--- config.mk ---
export PLATFORM = sky130hd
export DESIGN_NAME = fifo_rd_sched
export DESIGN_NICKNAME = d
export VERILOG_FILES = /design/src/rtl/fifo_rd_sched.sv
export SDC_FILE = /design/constraint.sdc
export NUM_CORES = 1
export LEC_CHECK = 0
export CORE_ASPECT_RATIO = 1.1
export CORE_MARGIN = 2
export CORE_UTILIZATION = 55
export CTS_BUF_LIST = sky130_fd_sc_hd__clkbuf_16
export DETAILED_ROUTE_END_ITERATION = 10
export DONT_BUFFER_PORTS = 1
export PLACE_DENSITY = 0.73
export SLEW_MARGIN = 20
export SYNTH_ARGS = -nofsm -noshare
export SYNTH_HDL_FRONTEND = slang
export SYNTH_SLANG_ARGS = --single-unit
--- constraint.sdc ---
create_clock -name clk -period 1.78 [get_ports clk]
set_input_delay 0.089 -clock clk [delete_from_list [all_inputs] [get_ports clk]]
set_output_delay 0.089 -clock clk [all_outputs]
set_load 0.01 [all_outputs]
--- src/rtl/fifo_rd_sched.sv ---
// Frame-based read scheduler for the capture FIFO read port: waits for a full
// frame, bursts it out under backpressure, and periodically pulses the read-side reset.
module fifo_rd_sched #(
    parameter int FRAME_LEN      = 500,
    parameter int FRAMES_PER_RST = 4,
    parameter int CNT_W          = 12,
    parameter int RST_LEN        = 4,
    parameter int SETTLE_LEN     = 8
) (
    input  logic             clk,
    input  logic             rst_n,
    input  logic             enable,
    input  logic             flush_req,
    input  logic             fifo_empty,
    input  logic [CNT_W-1:0] fifo_rd_count,
    input  logic             dst_ready,
    output logic             fifo_rd_en,
    output logic             fifo_rd_rst,
    output logic             out_valid,
    output logic             frame_start,
    output logic             frame_done,
    output logic             rst_busy,
    output logic             busy,
    output logic [2:0]       state_dbg
);

    localparam int WORD_W  = $clog2(FRAME_LEN);
    localparam int FRM_W   = $clog2(FRAMES_PER_RST + 1);
    localparam int TMR_MAX = (RST_LEN > SETTLE_LEN) ? RST_LEN : SETTLE_LEN;
    localparam int TMR_W   = (TMR_MAX > 1) ? $clog2(TMR_MAX) : 1;
    localparam logic [31:0] FRAME_LEN_U = FRAME_LEN;

    typedef enum logic [2:0] {
        S_IDLE   = 3'd0,
        S_WAIT   = 3'd1,
        S_READ   = 3'd2,
        S_RESET  = 3'd3,
        S_SETTLE = 3'd4
    } state_t;

    state_t            state, state_nxt;
    logic [WORD_W-1:0] word_cnt;
    logic [FRM_W-1:0]  frame_cnt;
    logic [TMR_W-1:0]  timer;
    logic              flush_pend;

    logic rd_fire;
    logic last_word;
    logic last_frame;
    logic frame_ready;
    logic rst_timer_done;
    logic settle_timer_done;

    // Reads are gated by fifo_empty too, so a lagging rd_count can never overrun the FIFO.
    assign rd_fire           = (state == S_READ) && dst_ready && !fifo_empty;
    assign last_word         = (word_cnt == WORD_W'(FRAME_LEN - 1));
    assign last_frame        = (frame_cnt == FRM_W'(FRAMES_PER_RST - 1));
    assign frame_ready       = (32'(fifo_rd_count) >= FRAME_LEN_U);
    assign rst_timer_done    = (timer == TMR_W'(RST_LEN - 1));
    assign settle_timer_done = (timer == TMR_W'(SETTLE_LEN - 1));

    always_comb begin
        state_nxt = state;
        case (state)
            S_IDLE: begin
                if (flush_req)   state_nxt = S_RESET;
                else if (enable) state_nxt = S_WAIT;
            end
            S_WAIT: begin
                if (flush_req || flush_pend) state_nxt = S_RESET;
                else if (!enable)            state_nxt = S_IDLE;
                else if (frame_ready)        state_nxt = S_READ;
            end
            S_READ: begin
                // A flush arriving on the last read is honoured the same as a pending one.
                if (rd_fire && last_word)
                    state_nxt = (last_frame || flush_pend || flush_req) ? S_RESET : S_WAIT;
            end
            S_RESET: begin
                if (rst_timer_done) state_nxt = S_SETTLE;
            end
            S_SETTLE: begin
                if (settle_timer_done) state_nxt = enable ? S_WAIT : S_IDLE;
            end
            default: state_nxt = S_IDLE;
        endcase
    end

    always_ff @(posedge clk or negedge rst_n) begin
        if (!rst_n) begin
            state       <= S_IDLE;
            word_cnt    <= '0;
            frame_cnt   <= '0;
            timer       <= '0;
            flush_pend  <= 1'b0;
            out_valid   <= 1'b0;
            frame_start <= 1'b0;
            frame_done  <= 1'b0;
        end else begin
            state       <= state_nxt;
            out_valid   <= rd_fire;
            frame_start <= (state == S_WAIT) && (state_nxt == S_READ);
            frame_done  <= rd_fire && last_word;

            if (rd_fire)
                word_cnt <= last_word ? '0 : word_cnt + 1'b1;

            if (state == S_RESET)
                frame_cnt <= '0;
            else if (rd_fire && last_word)
                frame_cnt <= frame_cnt + 1'b1;

            if ((state != S_RESET) && (state_nxt == S_RESET))
                flush_pend <= 1'b0;
            else if ((state == S_READ) && flush_req)
                flush_pend <= 1'b1;

            // One timer serves both RESET and SETTLE; it restarts on every state change.
            if (state_nxt != state)
                timer <= '0;
            else if ((state == S_RESET) || (state == S_SETTLE))
                timer <= timer + 1'b1;
        end
    end

    assign fifo_rd_en  = rd_fire;
    assign fifo_rd_rst = (state != S_RESET);
    assign rst_busy    = (state == S_RESET) || (state == S_SETTLE);
    assign busy        = (state != S_IDLE);
    assign state_dbg   = state;

endmodule

# Yosys cells after proc, flatten, opt, wreduce, memory -nomap -nowiden
# Cells that the tools add are included.
[word_totals]
reg_bits = 22
in_bits = 18
wordCells = 58
[classes]
add_sub_neg = 3
n_lt_le_gt_ge = 1
n_eq_ne = 12
mux = 18
reduce_logical = 16
[op_table]
columns = ["operator", "count"]
rows = [
  ["3-bit 2-to-1 mux", 12],
  ["3-bit by 2-bit equality test with 1-bit output, second input constant", 6],
  ["3-bit one-hot mux with 5 select lines", 1],
  ["12-bit by 9-bit >= comparator with 1-bit output, second input constant", 1],
  ["9-bit by 1-bit adder with 9-bit output, second input constant", 1],
  ["9-bit equality test, second input constant", 1],
  ["9-bit 2-to-1 mux", 1],
  ["3-bit by 1-bit adder with 3-bit output, second input constant", 2],
  ["3-bit equality test, second input constant", 2],
  ["1-bit logical AND", 6],
  ["2-bit nonzero test", 3],
  ["1-bit logical OR", 4],
  ["3-bit by 1-bit equality test with 1-bit output, second input constant", 1],
  ["3-bit logical NOT", 1],
  ["1-bit 2-to-1 mux", 3],
  ["3-bit by 2-bit != test with 1-bit output, second input constant", 1],
  ["3-bit != test", 1],
  ["3-bit nonzero test", 1],
  ["2-bit 2-to-1 mux", 1],
  ["1-bit logical NOT", 1],
]

# Logic depth before layout (Yosys ltp)
[depth]
word_depth = 9
mapped_depth = 7

# Least setup slack after synthesis
# Ideal clock, no wire load.
[synth_timing]
path_type = "reg-to-reg"
startpoint = "reg state[2] (netlist: state_dbg[2])"
endpoint = "reg frame_start"
setup_time_ns = 0.136
t_arrival_ns = 1.640
t_required_ns = 1.644
slack_ns = 0.004
stages_incl_launch_ff = 6
path_buffers = 0
period_less_slack_ns = 1.776
cell_sequence = "dfrtp_1 > or2_1 > nor4b_4 > o221ai_1 > a211o_1 > nor4b_1"
[synth_via]
elab_chain_cells = 8
elab_cells_between_ends = 19
classes_between = "eq/ne: 5; mux: 9; reduce/logical: 5"
[synth_lines]
columns = ["element", "line_no", "rtl"]
rows = [
  ["start, declared", "41", "state_t state, state_nxt;"],
  ["start signal, assigned", "100", "state <= state_nxt;"],
  ["3-bit by 2-bit equality test with 1-bit output", "55, 64", ""],
  ["1-bit logical AND (2 in a row)", "55", "assign rd_fire = (state == S_READ) && dst_ready && !fifo_empty;"],
  ["1-bit logical AND", "76", "if (rd_fire && last_word)"],
  ["3-bit 2-to-1 mux", "76", ""],
  ["3-bit one-hot mux with 5 select lines *", "64", "case (state)"],
  ["named net state_nxt[1]", "41", ""],
  ["3-bit by 2-bit equality test with 1-bit output *", "102", "frame_start <= (state == S_WAIT) && (state_nxt == S_READ);"],
  ["1-bit logical AND *", "102", ""],
  ["end signal, assigned", "102", ""],
  ["end, declared", "20", "output logic frame_start,"],
]
# Mark *: on every way through the listed nets, which the timed path passes. The rest lies on a longest branch.
# A chain may end at the register's enable or synchronous reset.

# Worst setup path in the final report
[layout_timing]
startpoint = "reg word_cnt[0]"
endpoint = "reg frame_start"
[layout_via]
elab_chain_cells = 6
[layout_lines]
columns = ["element", "line_no", "rtl"]
rows = [
  ["start, declared", "42", "logic [WORD_W-1:0] word_cnt;"],
  ["start signal, assigned", "106", "word_cnt <= last_word ? '0 : word_cnt + 1'b1;"],
  ["9-bit equality test", "56", "assign last_word = (word_cnt == WORD_W'(FRAME_LEN - 1));"],
  ["1-bit logical AND", "76", ""],
  ["3-bit 2-to-1 mux", "76", ""],
  ["3-bit one-hot mux with 5 select lines", "64", ""],
  ["named net state_nxt[1]", "41", ""],
  ["3-bit by 2-bit equality test with 1-bit output", "102", ""],
  ["1-bit logical AND", "102", ""],
]
# The timed path passes the listed nets, and every way through them passes these cells.

==> impl_metrics.env <==
export IMPL_avgSynthCellArea_um2=9.53
export IMPL_max_stage_delay_ps=360
export IMPL_crit_path_start="word_cnt[0]"
export IMPL_fin_total_pwr_mw=2.19
export IMPL_dp_cells=175
export IMPL_fin_ws_ps=12.6
export IMPL_crit_required_ps=1910
export IMPL_synth_enable_flop_cells=0
export IMPL_final_area_um2=1580
export IMPL_wl_per_cell_um=15.7
export IMPL_drive_above_1_share_pct=23.2
export IMPL_yosys_most_used_dff="dfrtp_1"
export IMPL_cts_root_buf="clkbuf_16"
export IMPL_critical_path_slowest_cell="dfrtp_1"
export IMPL_relSlewSlack_pct=67.1
export IMPL_path_class="flop to flop"
export IMPL_r2r_end="frame_start"
export IMPL_finalHoldViolations=0
export IMPL_hold_path_depth=2
export IMPL_holdPathEnd="flush_pend"
export IMPL_cts_sinks=22
export IMPL_ys_seq_area_share_pct=43.8
export IMPL_cts_tree="yes"
export IMPL_initial_core_util_pct=57.0
export IMPL_nets=177
export IMPL_yosys_area_top_type_share_pct=43.8
export IMPL_hp_class="input pin to flop"
export IMPL_fp_coreArea_um2=2210
export IMPL_maxCapViolations=0
export IMPL_netlist_instances=132
export IMPL_area_delta_synth_final_pct=25.8
export IMPL_regArea_um2=551
export IMPL_port_buffers=0
export IMPL_fin_crit_ps=1770
export IMPL_worst_hold_startpoint="flush_req"
export IMPL_clk_latency_ps=250
export IMPL_final_cell_mix="dfrtp_1, nor2_1, buf_4"
export IMPL_num_rows=18
export IMPL_slew_viol_final=0
export IMPL_final_common_cell="dfrtp_1"
export IMPL_grt_max_degree=23
export IMPL_grt_pass1_vias=1054
export IMPL_vias=1079
export IMPL_status="completed"
export IMPL_avgViaCountPerCell=5.96
export IMPL_insertedDiodeCount=0
export IMPL_syn_area_um2=1260
export IMPL_synth_fp_nets=156
export IMPL_power_density_nw_per_um2=1390
export IMPL_layout_cells_non_filler=181
export IMPL_setup_viol=0
export IMPL_path_buf_inv=0
export IMPL_routabilityCongestion=0.818
export IMPL_routed_wl_mm=2.85
export IMPL_crit_path_end_kind="flop"
export IMPL_path_cells="ha_2 > nand4b_4 > nor4b_4 > o221ai_2 > a211o_1 > nor4b_1"
export IMPL_clkTransAtPathRegs_ps=50
export IMPL_cts_made_buffers=3
export IMPL_synth_seq_cells=22
export IMPL_startpoint_type="flop"
export IMPL_post_dp_cell_area_um2=1410
export IMPL_ioPinCount=28
export IMPL_ctsLongestPathBuffers=2
export IMPL_grt_setup_unrepaired="true"
export IMPL_die_area_um2=2690
export IMPL_yosys_warnings=0
export IMPL_max_freq_mhz=566
export IMPL_die_x_um=49.6
export IMPL_htree_levels=1
export IMPL_antenna_found_initial=0
export IMPL_hpwlAfterDp_mm=2.07
export IMPL_hold_ws_ps=69.9
export IMPL_grt_usage_pct=23.8
export IMPL_finClkSkew_ps=1.95
export IMPL_critPathMaxFanout=3
export IMPL_drc_errors=0
export IMPL_ys_async_sr_fraction_pct=100
export IMPL_synth_distinct_cells=38
export IMPL_r2r_setup_slack_ps=10
export IMPL_critPathArrivalTime_ps=1890
export IMPL_critPathTopFamily="simple AND/OR/NAND/NOR gates"
export IMPL_synthTopCellsByArea="dfrtp_1, ha_1, nor2_1, xnor2_1, a21oi_1"
export IMPL_reg2regPathDepth=6
export IMPL_power_leakage_nw=0.698
export IMPL_fin_crit_sh_pct=99.3
export IMPL_num_fill_cells=178
export IMPL_postRouteAntennaNets=0
export IMPL_fp_dieH_um=54.2
export IMPL_grt_pass1_wl_mm=4.70
export IMPL_grt_overflow=0
export IMPL_pre_cts_ws_ps=-71.4
export IMPL_multi_input_area_um2=723
export IMPL_synth_top_area_cell="dfrtp_1"
export IMPL_drt_iter0_drc=22
export IMPL_rr_startpoint="word_cnt[0]"
export IMPL_irDropWorstVdd_mv=1.00
export IMPL_worst_slew_pin_slew_ps=493
export IMPL_dr_pass1_iters=4
-- stage by stage --
stage / utilization, % / TNS [ps]
floorplan: - / 0
global placement: 63.9 / -77.2
detailed placement: 63.9 / -159
CTS: 69.4 / 0
global route: 71.7 / -251
finish: 71.7 / 0
-- registers in the layout, indices dropped and copies added (netlist names) --
name,count
word_cnt,9
frame_cnt,3
state_dbg,3
timer,3
flush_pend,1
frame_done,1
frame_start,1
out_valid,1
-- cell families (layout without fill, tap and decap cells) --
logic type	count (synthesis)	count (layout)	share of synthesized area, %
AND/OR/NAND/NOR	48	48	21.6
AO/OA/AOI/OAI	30	30	15.3
flip-flops	22	22	43.8
buffers and inverters	14	33	4.28
XOR/XNOR	7	7	4.88
adder cells (fa/ha/maj)	6	6	5.97
multiplexers	5	5	4.18
-- power breakdown --
part | total [mW] | switching, mW | internal, mW
logic | 1.02 | 0.555 | 0.465
registers | 0.713 | 0.0926 | 0.620
clock network | 0.461 | 0.164 | 0.296
-- synthesized netlist by cell type, drive strengths merged, types with 2 or more instances --
cell	number
nor3	4
xor2	2
nand4	2
a31oi	3
o211ai	4
inv	9
mux2i	3
nor4b	2
nand2	8
ha	6
o21ai	7
mux2	2
nor2	20
dfrtp	22
a21oi	8
xnor2	5
clkbuf	4
nand3	2
-- per-layer routing --
metal / vias up / routed length (um) / global-route usage (%) / part of all wire, %
li1: 514 / - / - / -
met3: 5 / 133 / 4.17 / 4.7
met2: 31 / 1540 / 44.0 / 54
met1: 529 / 1140 / 27.5 / 40
met4: 0 / 34 / 10.2 / 1.2
met5: - / 0 / 0 / 0
-- repair_timing --
item                                   in CTS  in global routing
cloned                                      0                  0
buffers inserted                            1                  0
pin swaps                                   3                  7
gates resized for setup                     6                  7
hold buffers                                1                  1
endpoints found under the hold margin      22                 22
setup endpoints to repair                   5                  6
-- final cells by class --
class	count	area share (%)
Clock buffer	3	4.75
Inverter	9	2.14
Multi-Input combinational cell	96	45.7
Sequential cell	22	34.8
Tap cell	30	2.37
Timing Repair Buffer	21	10.2
-- worst register-to-register path: stages (launching register included) --
cell and delay [ps]:
dfrtp_1 360, ha_2 200, nand4b_4 130, nor4b_4 330, o221ai_2 160, a211o_1 310
nor4b_1 150
-- how the worst max path moves through the flow --
stage	endpoint	slack (ps)	cells after the start
global route	frame_start	-80	6
floorplan	frame_start	4	5
detailed placement	frame_start	-70	6
finish	frame_start	10	6
CTS	flush_pend	20	7
global placement	frame_start	-60	6
Power figures use the tool's default switching activity.
